<file path="src/rtl/cpu_pkg.sv">
// Shared definitions for the CPU register-file access path: FSM encoding,
// default widths and instruction field positions.
package cpu_pkg;

  localparam int DEF_DATA_W = 32;
  localparam int DEF_ADDR_W = 5;

  localparam int RS_MSB = 25;
  localparam int RS_LSB = 21;
  localparam int RT_MSB = 20;
  localparam int RT_LSB = 16;

  localparam int ZERO_REG = 0;

  typedef enum logic [1:0] {
    ST_IDLE  = 2'd0,
    ST_WRITE = 2'd1,
    ST_READ  = 2'd2,
    ST_HOLD  = 2'd3
  } gpr_state_e;

endpackage

</file>
<file path="src/rtl/gpr_operand_latch.sv">
// Capture register for operands A/B: r0 reads as zero, and a write issued in
// the same cycle as the read is forwarded into the captured value.
module gpr_operand_latch
  import cpu_pkg::*;
#(
  parameter int DATA_W = DEF_DATA_W,
  parameter int ADDR_W = DEF_ADDR_W
) (
  input  logic              clock,
  input  logic              reset_n,
  input  logic              capture,
  input  logic [ADDR_W-1:0] rs,
  input  logic [ADDR_W-1:0] rt,
  input  logic [DATA_W-1:0] gpr_a,
  input  logic [DATA_W-1:0] gpr_b,
  input  logic              fwd_en,
  input  logic [ADDR_W-1:0] fwd_num,
  input  logic [DATA_W-1:0] fwd_data,
  output logic [DATA_W-1:0] opr_a,
  output logic [DATA_W-1:0] opr_b
);

  logic [DATA_W-1:0] opr_a_q, opr_a_d;
  logic [DATA_W-1:0] opr_b_q, opr_b_d;

  function automatic logic [DATA_W-1:0] pick(
    input logic [ADDR_W-1:0] idx,
    input logic [DATA_W-1:0] rd,
    input logic              f_en,
    input logic [ADDR_W-1:0] f_num,
    input logic [DATA_W-1:0] f_data
  );
    if (idx == ADDR_W'(ZERO_REG)) return '0;
    if (f_en && (idx == f_num))   return f_data;
    return rd;
  endfunction

  always_comb begin
    opr_a_d = opr_a_q;
    opr_b_d = opr_b_q;
    if (capture) begin
      opr_a_d = pick(rs, gpr_a, fwd_en, fwd_num, fwd_data);
      opr_b_d = pick(rt, gpr_b, fwd_en, fwd_num, fwd_data);
    end
  end

  always_ff @(posedge clock or negedge reset_n) begin
    if (!reset_n) begin
      opr_a_q <= '0;
      opr_b_q <= '0;
    end else begin
      opr_a_q <= opr_a_d;
      opr_b_q <= opr_b_d;
    end
  end

  assign opr_a = opr_a_q;
  assign opr_b = opr_b_q;

endmodule

</file>
<file path="src/rtl/gpr_access_ctrl.sv">
// Sequences decode reads and writeback writes onto the single register-file
// port. Optional GPR_DUAL_EN lets a write and a read share one READ cycle.
module gpr_access_ctrl
  import cpu_pkg::*;
#(
  parameter int DATA_W = DEF_DATA_W,
  parameter int ADDR_W = DEF_ADDR_W
) (
  input  logic              clock,
  input  logic              reset_n,
  input  logic              dec_valid,
  output logic              dec_ready,
  input  logic [31:0]       dec_instr,
  output logic              opr_valid,
  input  logic              opr_ready,
  output logic [DATA_W-1:0] opr_a,
  output logic [DATA_W-1:0] opr_b,
  input  logic              wb_valid,
  output logic              wb_ready,
  input  logic [ADDR_W-1:0] wb_num,
  input  logic [DATA_W-1:0] wb_data,
  output logic [ADDR_W-1:0] gpr_rs,
  output logic [ADDR_W-1:0] gpr_rt,
  input  logic [DATA_W-1:0] gpr_a,
  input  logic [DATA_W-1:0] gpr_b,
  output logic              gpr_reg_write,
  output logic [ADDR_W-1:0] gpr_num_write,
  output logic [DATA_W-1:0] gpr_data_write
);

  // Handshakes: a transfer happens on a rising edge where valid and ready are
  // both high; readies are forced low while reset_n is asserted.
  gpr_state_e        state_q, state_d;
  logic [ADDR_W-1:0] rs_q, rs_d, rt_q, rt_d;
  logic [ADDR_W-1:0] wnum_q, wnum_d;
  logic [DATA_W-1:0] wdata_q, wdata_d;
  logic              wpend_q, wpend_d;
  logic              capture;
  logic              unused_instr;

  assign unused_instr = ^{dec_instr[31:26], dec_instr[15:0]};

  always_comb begin
    state_d        = state_q;
    rs_d           = rs_q;
    rt_d           = rt_q;
    wnum_d         = wnum_q;
    wdata_d        = wdata_q;
    wpend_d        = wpend_q;
    dec_ready      = 1'b0;
    wb_ready       = 1'b0;
    opr_valid      = 1'b0;
    gpr_rs         = '0;
    gpr_rt         = '0;
    gpr_reg_write  = 1'b0;
    gpr_num_write  = '0;
    gpr_data_write = '0;
    capture        = 1'b0;
    case (state_q)
      ST_IDLE: begin
        wb_ready = reset_n;
`ifdef GPR_DUAL_EN
        dec_ready = reset_n;
`else
        dec_ready = reset_n & ~wb_valid;
`endif
        if (wb_valid && wb_ready) begin
          wnum_d  = wb_num;
          wdata_d = wb_data;
          state_d = ST_WRITE;
        end
        // Only reachable together with a write when dual issue is enabled.
        if (dec_valid && dec_ready) begin
          rs_d    = ADDR_W'(dec_instr[RS_MSB:RS_LSB]);
          rt_d    = ADDR_W'(dec_instr[RT_MSB:RT_LSB]);
          wpend_d = wb_valid;
          state_d = ST_READ;
        end
      end
      ST_WRITE: begin
        gpr_reg_write  = (wnum_q != ADDR_W'(ZERO_REG));
        gpr_num_write  = wnum_q;
        gpr_data_write = wdata_q;
        state_d        = ST_IDLE;
      end
      ST_READ: begin
        gpr_rs  = rs_q;
        gpr_rt  = rt_q;
        capture = 1'b1;
        if (wpend_q) begin
          gpr_reg_write  = (wnum_q != ADDR_W'(ZERO_REG));
          gpr_num_write  = wnum_q;
          gpr_data_write = wdata_q;
        end
        wpend_d = 1'b0;
        state_d = ST_HOLD;
      end
      ST_HOLD: begin
        opr_valid = 1'b1;
        if (opr_ready) state_d = ST_IDLE;
      end
      default: state_d = ST_IDLE;
    endcase
  end

  always_ff @(posedge clock or negedge reset_n) begin
    if (!reset_n) begin
      state_q <= ST_IDLE;
      rs_q    <= '0;
      rt_q    <= '0;
      wnum_q  <= '0;
      wdata_q <= '0;
      wpend_q <= 1'b0;
    end else begin
      state_q <= state_d;
      rs_q    <= rs_d;
      rt_q    <= rt_d;
      wnum_q  <= wnum_d;
      wdata_q <= wdata_d;
      wpend_q <= wpend_d;
    end
  end

  gpr_operand_latch #(
    .DATA_W(DATA_W),
    .ADDR_W(ADDR_W)
  ) u_operand_latch (
    .clock   (clock),
    .reset_n (reset_n),
    .capture (capture),
    .rs      (rs_q),
    .rt      (rt_q),
    .gpr_a   (gpr_a),
    .gpr_b   (gpr_b),
    .fwd_en  (wpend_q),
    .fwd_num (wnum_q),
    .fwd_data(wdata_q),
    .opr_a   (opr_a),
    .opr_b   (opr_b)
  );

endmodule

</file>
<file path="config.mk">
export PLATFORM = sky130hd
export DESIGN_NAME = gpr_access_ctrl
export DESIGN_NICKNAME = d
export VERILOG_FILES = /design/src/rtl/cpu_pkg.sv /design/src/rtl/gpr_operand_latch.sv /design/src/rtl/gpr_access_ctrl.sv
export SDC_FILE = /design/constraint.sdc
export NUM_CORES = 1
export LEC_CHECK = 0
export CAP_MARGIN = 20
export CELL_PAD_IN_SITES_DETAIL_PLACEMENT = 1
export CELL_PAD_IN_SITES_GLOBAL_PLACEMENT = 1
export CORE_UTILIZATION = 36
export DETAILED_ROUTE_END_ITERATION = 16
export PLACE_DENSITY = 0.95
export SLEW_MARGIN = 15
export SYNTH_ARGS = -nofsm -noshare
export SYNTH_HDL_FRONTEND = slang
export SYNTH_HIERARCHICAL = 1
export SYNTH_SLANG_ARGS = --single-unit
</file>
<file path="constraint.sdc">
create_clock -name clock -period 4.22 [get_ports clock]
set_clock_uncertainty 0.1 [all_clocks]
set_input_delay 0.844 -clock clock [delete_from_list [all_inputs] [get_ports clock]]
set_output_delay 0.844 -clock clock [all_outputs]
set_load 0.02 [all_outputs]
</file>
Yosys cells after proc, flatten, opt, wreduce, memory -nomap -nowiden:

Index checks and enable logic that the tools add are counted.

* flip-flop bits (word level): 114
* latch bits: 0
* bits in writable memories: 0
* memory bits (read-only): 0
* bits of input ports: 138
* output and inout bits: 115
* logic and storage cells: 67
* memories: 0

* add/subtract/negate cells: 0
* $mul: 0
* div/mod/pow operators: 0
* order comparisons: 0
* eq/ne operators: 8
* shift operators: 0
* mux-type cells: 36
* bitwise logic cells: 2
* reductions and logical operators: 13

Operators with widths (count)
* 32-bit two-way mux: 9
* 32-bit one-hot mux with 2 select lines: 1
* 1-bit two-way mux: 16
* 5-bit two-way mux: 3
* 5-bit == test: 2
* 5-bit zero test: 2
* 5-bit one-hot mux with 2 select lines: 1
* 2-bit one-hot mux with 4 select lines: 1
* 2-bit AND reduction: 4
* 2-bit two-way mux: 3
* 5-bit nonzero test: 1
* 2-bit == test, second input constant: 2
* 1-bit logical AND: 4
* 2-bit inequality test, second input constant: 2
* 1-bit one-hot mux with 2 select lines: 2
* 3-bit inequality test, second input constant: 1
* 2-bit by 1-bit == test with 1-bit output, second input constant: 1
* 2-bit zero test: 1
* 2-bit nonzero test: 1
* 1-bit bitwise AND: 1
* 1-bit inverter: 1

Logic depth before layout (Yosys ltp):

* depth after elaboration: 7
* gate-level depth with buffers: 7
* gate-level depth less buffers: 5

By module:

Netlist, hierarchy kept.

Modules (own cells, without submodules)
* gpr_operand_latch: times used 1, cells an instance 383, area each 4007.6 um^2, seq. area each 1601.5 um^2
* gpr_access_ctrl: times used 1, cells an instance 177, area each 2427.3 um^2, seq. area each 1251.2 um^2

Worst setup path after synthesis:

No wires, ideal clock.

* path type: register -> output
* start: reg state_q[0]
* end: out gpr_data_write[0]
* data arrival time: 1460 ps
* data required time: 3276 ps
* slack: 1816 ps
* cell stages (with the launch flop): 8
* path buffers: 2
* cells stage by stage: dfrtp_1 -> inv_1 -> ha_1 -> a21oi_1 -> nor2b_1 -> buf_2 -> clkbuf_2 -> and2_1

* longest elaborated chain between the ends: 2
* elaborated cells between the ends (all ways): 3
* classes of those cells: eq/ne (2); mux (1)

RTL lines
* start, declared: line gpr_access_ctrl.sv:33 `gpr_state_e state_q, state_d;`
* start signal, assigned: line gpr_access_ctrl.sv:115 `state_q <= state_d;`
* 2-bit == test / 2-bit by 1-bit == test with 1-bit output (equally long branches): line gpr_access_ctrl.sv:59 `case (state_q)`
* 32-bit one-hot mux with 2 select lines *: line gpr_access_ctrl.sv:59
* end, declared: line gpr_access_ctrl.sv:28 `output logic [DATA_W-1:0] gpr_data_write`

Every way passes the cells marked *; elsewhere a longest branch is shown, timed or not.

Worst setup path after layout:

* start: reg state_q[0]
* end: out gpr_rs[0]

* longest elaborated chain between the ends: 2

RTL lines
* 2-bit == test: line gpr_access_ctrl.sv:59
* 5-bit two-way mux: line gpr_access_ctrl.sv:59
* end, declared: line gpr_access_ctrl.sv:22 `output logic [ADDR_W-1:0] gpr_rs,`

No other way between the ends.

==> impl_metrics.tcl <==
set metrics [dict create \
    status "finished, final reports clean" \
    cts-root-buf "clkbuf_16" \
    grt_max_degree 63 \
    cts_buffers 17 \
    rsz0062_at_grt "false" \
    via_count 5423 \
    drive_above_1_share 0.1957 \
    synth_common_cells "114 x dfrtp_1, 68 x inv_1, 64 x nand2_1, 64 x nand4_1, 64 x o221ai_2" \
    dp_cells 974 \
    core_area_mm2 0.01736 \
    cp_data_arrival_time_ns 2.51 \
    cts.repair.resized 0 \
    internal-power_uw 4160 \
    max-slew-margin-rel 0.4375 \
    p_leak_uw 0.003748 \
    fin_setup_tns_ns 0 \
    yosysMostFrequentCell "dfrtp_1" \
    cp.required_ns 3.28 \
    ant_nets 0 \
    final.fill_count 1842 \
    end_kind "output port" \
    die_h_um 135.7 \
    synth_area_mm2 0.006435 \
    worstMarginPinSlew_ns 0.8438 \
    overflow 0 \
    hold_depth 2 \
    hold_viol 0 \
    worstPathMaxFanout 45 \
    seq_area_frac_synth 0.4433 \
    hold_slack_ns 0.4586 \
    cts_tree "done" \
    antenna_found_initial 0 \
    powerDensity_mw_per_mm2 736.5 \
    die-area_mm2 0.01841 \
    multi_input_comb_area_mm2 0.002910 \
    p_sw_frac 0.3933 \
    p_sw_uw 2697 \
    path_clk_slew_ns 0.05 \
    wl_um 22520 \
    cts.sink_count 114 \
    grt_pass1_vias 6149 \
    setup_violations 0 \
    syn-num-nets 702 \
    drtPass1Iterations 6 \
    hp-class "reg -> reg" \
    hpwl_um 15430 \
    layout.nets 911 \
    grt_usage 0.2536 \
    rows 48 \
    seqPwrFrac 0.304 \
    cts_hold_buf 0 \
    irDropWorstVdd_v 0.0003419 \
    reg2reg_to "u_operand_latch/opr_b[10]" \
    critical_path_class "reg -> out" \
    synth.distinct_cells 32 \
    r2r_start "state_q[0]" \
    port_buffers 230 \
    reg2regPathDepth 7 \
    globalplace.congestion 0.7648 \
    min_from "wpend_q" \
    pwr-share-clk 0.214 \
    n_antenna_cell 0 \
    synthToLayoutAreaGrowth_pct 44.68 \
    finalCritPeriodShare 0.8185 \
    period_minus_slack_ns 3.454 \
    syn_inst 560 \
    maxCapViolCount 0 \
    vias_per_cell 5.385 \
    startpoint_type "flop" \
    wl_per_cell_um 22.36 \
    die_w_um 135.7 \
    top_level_ports 253 \
    grt_first_pass_wirelength_um 34960 \
    instances_no_fill 1007 \
    synthFlopType "dfrtp_1" \
    clockBufferDepth 2 \
    cp-endpoint "gpr_rs[0]" \
    p_comb_frac 0.482 \
    postCtsSetupBuffers 0 \
    synth.avg_cell_area_um2 11.49 \
    drc 0 \
    synth-edff-count 0 \
    r2r_slack_ns 1.20 \
    htreeDepth 4 \
    slew_viol_final 0 \
    fmax_mhz 289.5 \
    synth_top_area_frac 0.4433 \
    crit_path_start "state_q[0]" \
    clk_latency_ns 0.42 \
    ys_seq_elements 114 \
    first_iter_violations 213 \
    final-seq-area_mm2 0.002853 \
    yosys.area.top_type "dfrtp_1" \
    async_flop_share 1.000 \
    start_util 0.3707 \
    yosys-top-cells-area "dfrtp_1 44%, o221ai_2 15%, mux2_4 7.0%" \
    yosysWarnings 6 \
]
## kinds of logic (layout without fill, tap and decap cells)
kind of cell / count (synthesis) / in the layout / synth area share
xor gates and xnor gates: 10 / 10 / 0.01361
and+or+nand+nor: 191 / 191 / 0.1672
AOI/OAI and AO/OA: 73 / 73 / 0.1585
DFF: 114 / 114 / 0.4433
adders and majority gates: 4 / 4 / 0.007778
muxes: 48 / 48 / 0.1015
buffers and inverters: 120 / 342 / 0.1081
## registers in the layout (all words and copies together) (netlist names)
register               count
state_q                    2
rs_q                       5
wdata_q                   32
rt_q                       5
wnum_q                     5
u_operand_latch/opr_a     32
wpend_q                    1
u_operand_latch/opr_b     32
## cell type report
cell class,instances,share of cell area
well taps,225,0.03024
multi-input cells,326,0.3126
flip-flops and latches,114,0.3064
clock buffers,21,0.04946
inverters,68,0.02742
clock inverters,11,0.01451
repair buffers,242,0.2594
## critical path, stage by stage, from the launching register on
cell and delay, ns:
dfrtp_1 0.42, inv_1 0.14, ha_4 0.15, buf_4 0.55, and2_1 0.24, clkdlybuf4s50_1 0.60
## power by group through the flow
stage	logic, uW	registers, uW	clock network [uW]
finish	3300	2090	1470
global route	3510	2150	1550
CTS	3330	2090	1500
detailed placement	3310	2090	0
global placement	3170	2050	0
floorplan	1750	2220	0
## layout by cell type (no fill, tap or decap), types with 2 or more instances in the layout
cell,count
xor2_1,8
nand2_1,64
and2_1,47
clkinvlp_4,2
dfrtp_1,114
mux2_2,4
and2_4,2
clkinv_2,6
bufinv_16,3
mux2_1,14
and2_2,3
nand4_1,64
inv_1,68
nor4_4,2
clkdlybuf4s50_1,229
mux2_4,30
buf_12,2
o221ai_2,64
buf_4,11
clkbuf_16,17
ha_1,3
o21a_2,2
o21ai_0,3
clkbuf_8,2
xnor2_1,2
or4_1,3
clkbuf_1,2
## stage by stage
stage | utilization | setup WS [ns] | total power (uW) | area (um^2)
after floorplan | - | 1.816 | 3979 | 6435
after global placement | 0.5009 | 1.006 | 5220 | 8693
final | 0.5364 | 0.7661 | 6857 | 9310
after global routing | 0.5364 | 0.6458 | 7204 | 9310
after CTS | 0.5352 | 0.7185 | 6915 | 9289
after detailed placement | 0.5009 | 0.9227 | 5401 | 8693
## per-layer routing
layer | global-route usage | wire [um] | vias to the layer above | part of all wire
met2 | 0.4450 | 11760 | 187 | 0.52
met4 | 0.1067 | 643 | 0 | 0.029
met3 | 0.04564 | 1153 | 44 | 0.051
met1 | 0.3026 | 8960 | 2774 | 0.40
li1 | - | - | 2418 | -
met5 | 0 | 0 | - | 0
## worst min-delay path by stage
stage,to,slack (ns)
after floorplan,wpend_q,0.39
after global placement,wdata_q[12],0.43
after detailed placement,wpend_q,0.44
after CTS,wdata_q[15],0.45
after global routing,wpend_q,0.48
final,wpend_q,0.46
No activity file was read; power rests on OpenSTA's default activity.
